File: config.mk
export PLATFORM = sky130hd
export DESIGN_NAME = vga_timing_gen_flat
export DESIGN_NICKNAME = d
export VERILOG_FILES = /design/src/rtl/vga_timing_gen_if.sv /design/src/rtl/vga_timing_gen.sv /design/src/flat_wrapper.sv
export SDC_FILE = /design/constraint.sdc
export NUM_CORES = 1
export LEC_CHECK = 0
export BUFFER_PORTS_ARGS = -buffer_cell sky130_fd_sc_hd__clkbuf_2
export CORE_AREA = 5 5 68 70
export CTS_BUF_LIST = sky130_fd_sc_hd__clkbuf_16
export CTS_CLUSTER_SIZE = 8
export DETAILED_ROUTE_END_ITERATION = 8
export DIE_AREA = 0 0 73 75
export PLACE_DENSITY = 0.74
export SLEW_MARGIN = 20
export SYNTH_ARGS = -nofsm -noshare
export SYNTH_HDL_FRONTEND = slang
export SYNTH_SLANG_ARGS = --single-unit
File: constraint.sdc
create_clock -name clk -period 3.6 [get_ports clk]
set_clock_uncertainty 0.2 [all_clocks]
set_input_delay 0.36 -clock clk [delete_from_list [all_inputs] [get_ports clk]]
set_output_delay 0.36 -clock clk [all_outputs]
set_load 0.02 [all_outputs]
File: src/rtl/vga_timing_gen_if.sv
// Raster timing bundle between vga_timing_gen and its consumers.
// The generator drives the counters, syncs and strobes; the consumer
// supplies the pixel clock-enable.
interface vga_timing_gen_if #(
    parameter int CW = 10,
    parameter int FW = 8
);
    logic          ce;
    logic [CW-1:0] hcount;
    logic [CW-1:0] vcount;
    logic          hsync;
    logic          vsync;
    logic          active;
    logic          line_start;
    logic          frame_start;
    logic          vblank_start;
    logic [FW-1:0] frame_count;

    modport master (
        input  ce,
        output hcount, vcount, hsync, vsync, active,
        output line_start, frame_start, vblank_start, frame_count
    );

    modport slave (
        output ce,
        input  hcount, vcount, hsync, vsync, active,
        input  line_start, frame_start, vblank_start, frame_count
    );
endinterface

File: src/rtl/vga_timing_gen.sv
// Parametrised VGA raster timing generator.
// Every output is registered from the *next* counter value, so flags and
// counters change on the same edge with no skew. Reset parks the raster on
// the last pixel of the last line so the first enabled edge lands on (0,0).
module vga_timing_gen #(
    parameter int H_ACTIVE = 640,
    parameter int H_FP     = 16,
    parameter int H_SYNC   = 96,
    parameter int H_BP     = 48,
    parameter int V_ACTIVE = 480,
    parameter int V_FP     = 10,
    parameter int V_SYNC   = 2,
    parameter int V_BP     = 30,
    parameter bit HS_POL   = 1'b0,
    parameter bit VS_POL   = 1'b0,
    parameter int CW       = 10,
    parameter int FW       = 8
) (
    input  logic              clk,
    input  logic              rst,
    vga_timing_gen_if.master  vga
);

    localparam int H_TOTAL  = H_ACTIVE + H_FP + H_SYNC + H_BP;
    localparam int V_TOTAL  = V_ACTIVE + V_FP + V_SYNC + V_BP;
    localparam int HS_START = H_ACTIVE + H_FP;
    localparam int HS_END   = HS_START + H_SYNC;
    localparam int VS_START = V_ACTIVE + V_FP;
    localparam int VS_END   = VS_START + V_SYNC;

    localparam logic [CW-1:0] H_LAST   = CW'(H_TOTAL - 1);
    localparam logic [CW-1:0] V_LAST   = CW'(V_TOTAL - 1);
    localparam logic [CW-1:0] V_VBLANK = CW'(V_ACTIVE);

    // Counter width must be able to represent the last column and line.
    generate
        if (H_TOTAL > (1 << CW) || V_TOTAL > (1 << CW)) begin : g_cw_check
            $error("vga_timing_gen: CW too small for H_TOTAL-1 / V_TOTAL-1");
        end
    endgenerate

    logic [CW-1:0] hcount_q, vcount_q;
    logic [CW-1:0] h_nxt, v_nxt;
    logic          hsync_q, vsync_q, active_q;
    logic          line_start_q, frame_start_q, vblank_start_q;
    logic [FW-1:0] frame_count_q;

    logic hs_on, vs_on, act_nxt;
    logic at_line, at_frame, at_vblank;

    // Next raster position: advance one pixel per enabled edge, wrapping line then frame.
    always_comb begin
        h_nxt = hcount_q;
        v_nxt = vcount_q;
        if (vga.ce) begin
            if (hcount_q == H_LAST) begin
                h_nxt = '0;
                v_nxt = (vcount_q == V_LAST) ? '0 : vcount_q + 1'b1;
            end else begin
                h_nxt = hcount_q + 1'b1;
            end
        end
    end

    // Flags decoded from the next position; strobes only fire on an actual move.
    always_comb begin
        hs_on     = (int'(h_nxt) >= HS_START) && (int'(h_nxt) < HS_END);
        vs_on     = (int'(v_nxt) >= VS_START) && (int'(v_nxt) < VS_END);
        act_nxt   = (int'(h_nxt) < H_ACTIVE) && (int'(v_nxt) < V_ACTIVE);
        at_line   = vga.ce && (h_nxt == '0);
        at_frame  = at_line && (v_nxt == '0);
        at_vblank = at_line && (v_nxt == V_VBLANK);
    end

    // Register counters, levels and one-cycle strobes together.
    always_ff @(posedge clk) begin
        if (rst) begin
            hcount_q       <= H_LAST;
            vcount_q       <= V_LAST;
            hsync_q        <= ~HS_POL;
            vsync_q        <= ~VS_POL;
            active_q       <= 1'b0;
            line_start_q   <= 1'b0;
            frame_start_q  <= 1'b0;
            vblank_start_q <= 1'b0;
            frame_count_q  <= '1;
        end else begin
            hcount_q       <= h_nxt;
            vcount_q       <= v_nxt;
            hsync_q        <= hs_on ? HS_POL : ~HS_POL;
            vsync_q        <= vs_on ? VS_POL : ~VS_POL;
            active_q       <= act_nxt;
            line_start_q   <= at_line;
            frame_start_q  <= at_frame;
            vblank_start_q <= at_vblank;
            if (at_frame) begin
                frame_count_q <= frame_count_q + 1'b1;
            end
        end
    end

    assign vga.hcount       = hcount_q;
    assign vga.vcount       = vcount_q;
    assign vga.hsync        = hsync_q;
    assign vga.vsync        = vsync_q;
    assign vga.active       = active_q;
    assign vga.line_start   = line_start_q;
    assign vga.frame_start  = frame_start_q;
    assign vga.vblank_start = vblank_start_q;
    assign vga.frame_count  = frame_count_q;

endmodule

File: src/flat_wrapper.sv
// flat-port wrapper written by rule: the top's interface ports become plain ports
module vga_timing_gen_flat 
#(
    parameter int H_ACTIVE = 640,
    parameter int H_FP     = 16,
    parameter int H_SYNC   = 96,
    parameter int H_BP     = 48,
    parameter int V_ACTIVE = 480,
    parameter int V_FP     = 10,
    parameter int V_SYNC   = 2,
    parameter int V_BP     = 30,
    parameter bit HS_POL   = 1'b0,
    parameter bit VS_POL   = 1'b0,
    parameter int CW       = 10,
    parameter int FW       = 8
)
  (clk, rst, vga_ce, vga_hcount, vga_vcount, vga_hsync, vga_vsync, vga_active, vga_line_start, vga_frame_start, vga_vblank_start, vga_frame_count);
  vga_timing_gen_if #(.CW(CW), .FW(FW)) vga_i ();
  input  logic clk;
  input  logic rst;
  input wire logic [$bits(vga_i.ce)-1:0] vga_ce;
  output wire logic [$bits(vga_i.hcount)-1:0] vga_hcount;
  output wire logic [$bits(vga_i.vcount)-1:0] vga_vcount;
  output wire logic [$bits(vga_i.hsync)-1:0] vga_hsync;
  output wire logic [$bits(vga_i.vsync)-1:0] vga_vsync;
  output wire logic [$bits(vga_i.active)-1:0] vga_active;
  output wire logic [$bits(vga_i.line_start)-1:0] vga_line_start;
  output wire logic [$bits(vga_i.frame_start)-1:0] vga_frame_start;
  output wire logic [$bits(vga_i.vblank_start)-1:0] vga_vblank_start;
  output wire logic [$bits(vga_i.frame_count)-1:0] vga_frame_count;
  assign vga_i.ce = vga_ce;
  assign vga_hcount = vga_i.hcount;
  assign vga_vcount = vga_i.vcount;
  assign vga_hsync = vga_i.hsync;
  assign vga_vsync = vga_i.vsync;
  assign vga_active = vga_i.active;
  assign vga_line_start = vga_i.line_start;
  assign vga_frame_start = vga_i.frame_start;
  assign vga_vblank_start = vga_i.vblank_start;
  assign vga_frame_count = vga_i.frame_count;
  vga_timing_gen #(.H_ACTIVE(H_ACTIVE), .H_FP(H_FP), .H_SYNC(H_SYNC), .H_BP(H_BP), .V_ACTIVE(V_ACTIVE), .V_FP(V_FP), .V_SYNC(V_SYNC), .V_BP(V_BP), .HS_POL(HS_POL), .VS_POL(VS_POL), .CW(CW), .FW(FW)) u_core (.clk(clk), .rst(rst), .vga(vga_i));
endmodule
==> impl_metrics.csv <==
group,metric,value,unit
pwr,internal_power,0.00101,W
floorplan,die_x,73,um
sta,rsz0062_at_grt,"no",
worst_setup_path,cp.arrival,3.29,ns
sta,fin_worst_hold_slack,0.329,ns
min_path,holdCritPathClass,"register to register",
sta,fin_crit,3.33,ns
synthesis,synth_top_cells_by_count,"sky130_fd_sc_hd__dfxtp_1 (34), sky130_fd_sc_hd__nor2_1 (23), sky130_fd_sc_hd__nand2_1 (17)",
synthesis,muxShareOfSynthArea,2.51,%
floorplan,design.core.area,0.00391,mm^2
global_route,overflow,0,
synthesis,synth_sequential_area_ratio,34.2,%
pwr,power.share.switching,35.8,%
pwr,irDropWorstVdd,358,uV
pwr,combinationalPowerShare,32.0,%
synthesis,synthSimpleGateAreaFrac,33.3,%
cells_and_area,layout-drive-gt1-share,24.1,%
cells_and_area,postLayoutCellArea,0.00237,mm^2
sta,final_hold_violations,0,
synthesis,netlist.top_cell.by_area,"sky130_fd_sc_hd__dfxtp_1",
run_status,run_status,"finished clean",
placed_design,placedInstanceArea,0.00218,mm^2
detailed_routing,wl,4560,um
synthesis,synth-main-ff-cell,"sky130_fd_sc_hd__dfxtp_1",
floorplan,floorplan.rows,23,
sta,report.final.setup_viol,0,
synthesis,synth_seq_cells,34,
synthesis,post_synthesis_instance_total,233,
floorplan,fp.dieArea,0.00548,mm^2
synthesis,synthTopCellsByArea,"sky130_fd_sc_hd__dfxtp_1 (34%), sky130_fd_sc_hd__nor2_1 (4.3%), sky130_fd_sc_hd__xnor2_1 (4.0%), sky130_fd_sc_hd__nand2_1 (3.2%), sky130_fd_sc_hd__o21ai_0 (2.8%)",
clocking,cts-buffers-inserted,5,
clocking,cts_tree,"built",
worst_setup_path,worstPathMaxFanout,13,
placed_design,globalplace.congestion,0.850,
pwr,net-switching-power,0.000566,W
worst_setup_path,criticalPathCategory,"register to register",
detailed_routing,dr.first_iter.drc_count,100,
clocking,clkSinkCount,34,
worst_setup_path,worst-endpoint-required,3.56,ns
placed_design,io_buffers,36,
sta,report.final.slew_viol_count,0,
synthesis,synthMostInstantiatedCell,"sky130_fd_sc_hd__dfxtp_1",
synthesis,top_area_cell_type_share_of_the_netlist_area,34.2,%
global_route,first_pass_grt_wire_length,7490,um
pwr,pwr-share-seq,33.3,%
synthesis,post_synth_num_cell_types,53,
synthesis,synth_edf_count,0,
job,cap_viol_max_count,0,
global_route,initial_antenna_violation_count,0,
synthesis,synth-warning-count,0,
global_route,vias_in_the_first_global_route,1582,
cells_and_area,stdcell_count,316,
detailed_routing,detailedRoute.firstPassIterationCount,4,
clocking,later_pin_clock_latency_in_the_skew_report,0.28,ns
clocking,cts.clk_slew.worst_paths,0.05,ns
placed_design,place_inst,308,
detailed_routing,remaining_drc_errors,0,
detailed_routing,route.vias.total,1784,
worst_setup_path,end_kind,"register",
detailed_routing,ant_nets,0,
cells_and_area,layout-area-overhead-vs-synth,19.0,%
floorplan,dieHeight,75,um
pwr,power-per-cell-area,667,mW/mm^2
clocking,cts_root_buf,"sky130_fd_sc_hd__clkbuf_16",
pwr,share_clk_of_total_power,34.7,%
placed_design,dp_hpwl,3340,um
global_route,maximum_number_of_pins_on_one_net_before_global_route_repair,33,
synthesis,post_synth_xor_area_fraction,6.60,%
synthesis,synth-adder-area-share,2.51,%
global_route,groute.usage.overall,17.7,%
sta,relSlewSlack,57.8,%
detailed_routing,routed_wl_per_cell,14.4,um
detailed_routing,vias_per_cell,5.65,
floorplan,num_io_pins,37,
cells_and_area,final_core_utilization,60.5,%
synthesis,post_synthesis_instance_area,0.00199,mm^2
worst_setup_path,critical_path.startpoint_type,"register",
synthesis,postSynth.asyncResetShare,0,%
synthesis,synth_top_family_by_area,"simple AND/OR/NAND/NOR gates",
sta,max_clock_freq,300,MHz
clocking,max-clock-path-buffers,2,
sta,total_negative_setup_slack,0,ns
synthesis,syn-mean-instance-area,8.54,um^2
cells_and_area,antennaDiodeCount,0,
cells_and_area,fillerInstances,380,
sta,tightestPinTransition,0.627,ns
clocking,h-tree-depth,2,
sta,layout_worst_path_cycle_share,92.6,%
cells_and_area,final_net_count,272,
synthesis,synth-compound-area-share,15.5,%
floorplan,initial_utilization,50.9,%
clocking,hold_buffers,0,
synthesis,synthesis.nets,240,
pwr,power.static_leakage,0.935,nW
-- cells in the final DEF, fill, tap and decap left out, types with 2 or more instances in the layout --
cell / Yosys / routed
sky130_fd_sc_hd__xnor2_1: 9 / 9
sky130_fd_sc_hd__a21o_1: 2 / 2
sky130_fd_sc_hd__inv_1: 10 / 10
sky130_fd_sc_hd__clkbuf_2: 0 / 36
sky130_fd_sc_hd__nand4b_1: 2 / 2
sky130_fd_sc_hd__nor4_4: 2 / 2
sky130_fd_sc_hd__o2111ai_1: 2 / 2
sky130_fd_sc_hd__nand3_1: 7 / 7
sky130_fd_sc_hd__nand4_1: 8 / 8
sky130_fd_sc_hd__nand3b_1: 2 / 2
sky130_fd_sc_hd__nand2b_1: 4 / 4
sky130_fd_sc_hd__or3b_1: 3 / 3
sky130_fd_sc_hd__o21ai_1: 2 / 2
sky130_fd_sc_hd__or2_2: 4 / 4
sky130_fd_sc_hd__o21ai_0: 11 / 11
sky130_fd_sc_hd__xor2_1: 6 / 6
sky130_fd_sc_hd__clkbuf_16: 0 / 5
sky130_fd_sc_hd__o21bai_1: 3 / 3
sky130_fd_sc_hd__nor3_1: 9 / 9
sky130_fd_sc_hd__or3_1: 2 / 2
sky130_fd_sc_hd__a21oi_1: 7 / 7
sky130_fd_sc_hd__nor4_1: 4 / 4
sky130_fd_sc_hd__ha_1: 4 / 4
sky130_fd_sc_hd__bufinv_16: 0 / 2
sky130_fd_sc_hd__dfxtp_1: 34 / 33
sky130_fd_sc_hd__o31ai_1: 3 / 3
sky130_fd_sc_hd__and4_1: 2 / 2
sky130_fd_sc_hd__nor2_1: 23 / 23
sky130_fd_sc_hd__mux2i_1: 5 / 5
sky130_fd_sc_hd__nand2_1: 17 / 17
sky130_fd_sc_hd__buf_4: 0 / 2
sky130_fd_sc_hd__and3_1: 5 / 5
sky130_fd_sc_hd__nor2b_1: 4 / 4
sky130_fd_sc_hd__nor4_2: 4 / 4
-- cell type report --
| class | count | area [um^2] | area share [%] |
|---|---|---|---|
| timing repair buffer | 38 | 195 | 8.24 |
| tap | 50 | 62.6 | 2.64 |
| sequential | 34 | 682 | 28.8 |
| clock buffer | 5 | 125 | 5.28 |
| inverter | 10 | 37.5 | 1.58 |
| multi-input combinational | 176 | 1200 | 50.8 |
| clock inverter | 3 | 63.8 | 2.69 |
-- repair_timing --
item,in CTS,in global routing
setup endpoints to repair,0,2
resized for setup,0,1
setup buffers,0,0
-- power groups by stage --
stage / Combinational [W] / Clock [W] / Sequential (W)
floorplan: 0.000388 / 0 / 0.000527
global placement: 0.000499 / 0 / 0.000529
detailed placement: 0.000501 / 0 / 0.000531
CTS: 0.000506 / 0.000559 / 0.000523
global route: 0.000556 / 0.000578 / 0.000539
finish: 0.000506 / 0.000549 / 0.000526
-- metrics by stage --
step	setup WS [ns]	total power, W
final	0.268	0.00158
after global routing	0.0457	0.00167
after CTS	0.269	0.00159
after detailed placement	0.276	0.00103
after global placement	0.350	0.00103
after floorplan	0.607	0.000915
-- logic make-up after synthesis --
| group | after synthesis |
|---|---|
| adders and majority gates | 4 |
| buffers and inverters | 23 |
| and+or+nand+nor | 109 |
| xor gates and xnor gates | 15 |
| AOI/OAI and AO/OA | 43 |
| muxes | 5 |
| DFF | 34 |
-- registers in the layout (all words and copies together), names as in the netlist --
signal                   cells
u_core.vga.hcount           10
u_core.vga.vcount           10
u_core.vga.frame_count       8
u_core.vga.active            1
u_core.vga.frame_start       1
u_core.vga.hsync             1
u_core.vga.line_start        1
u_core.vga.vblank_start      1
u_core.vga.vsync             1
-- critical path: stages, from the launching register on --
cell,delay (ns)
sky130_fd_sc_hd__dfxtp_1,0.42
sky130_fd_sc_hd__ha_1,0.32
sky130_fd_sc_hd__nand3_2,0.22
sky130_fd_sc_hd__or3_4,0.52
sky130_fd_sc_hd__o32a_1,0.38
sky130_fd_sc_hd__a221oi_2,0.25
sky130_fd_sc_hd__nand4_2,0.26
sky130_fd_sc_hd__o31ai_1,0.29
sky130_fd_sc_hd__or3b_1,0.36
-- metal layers --
layer	wire length, um	vias to the layer above	track usage [%]
met5	0	-	0
met4	85	0	6.97
met3	283	9	5.34
met2	2070	48	27.1
met1	2130	816	23.3
li1	-	911	-
-- path summary, 6_finish.rpt --
check	start	to	slack (ns)	cells past startpoint
setup / recovery	u_core.vga.hcount[0]	u_core.vga.frame_count[4]	0.27	8
hold / removal	u_core.vga.frame_count[7]	u_core.vga.frame_count[7]	0.33	2
setup reg to reg	u_core.vga.hcount[0]	u_core.vga.frame_count[4]	0.27	8
hold reg to reg	u_core.vga.frame_count[7]	u_core.vga.frame_count[7]	0.33	2
Note: power is estimated with default switching activity, not from simulation.
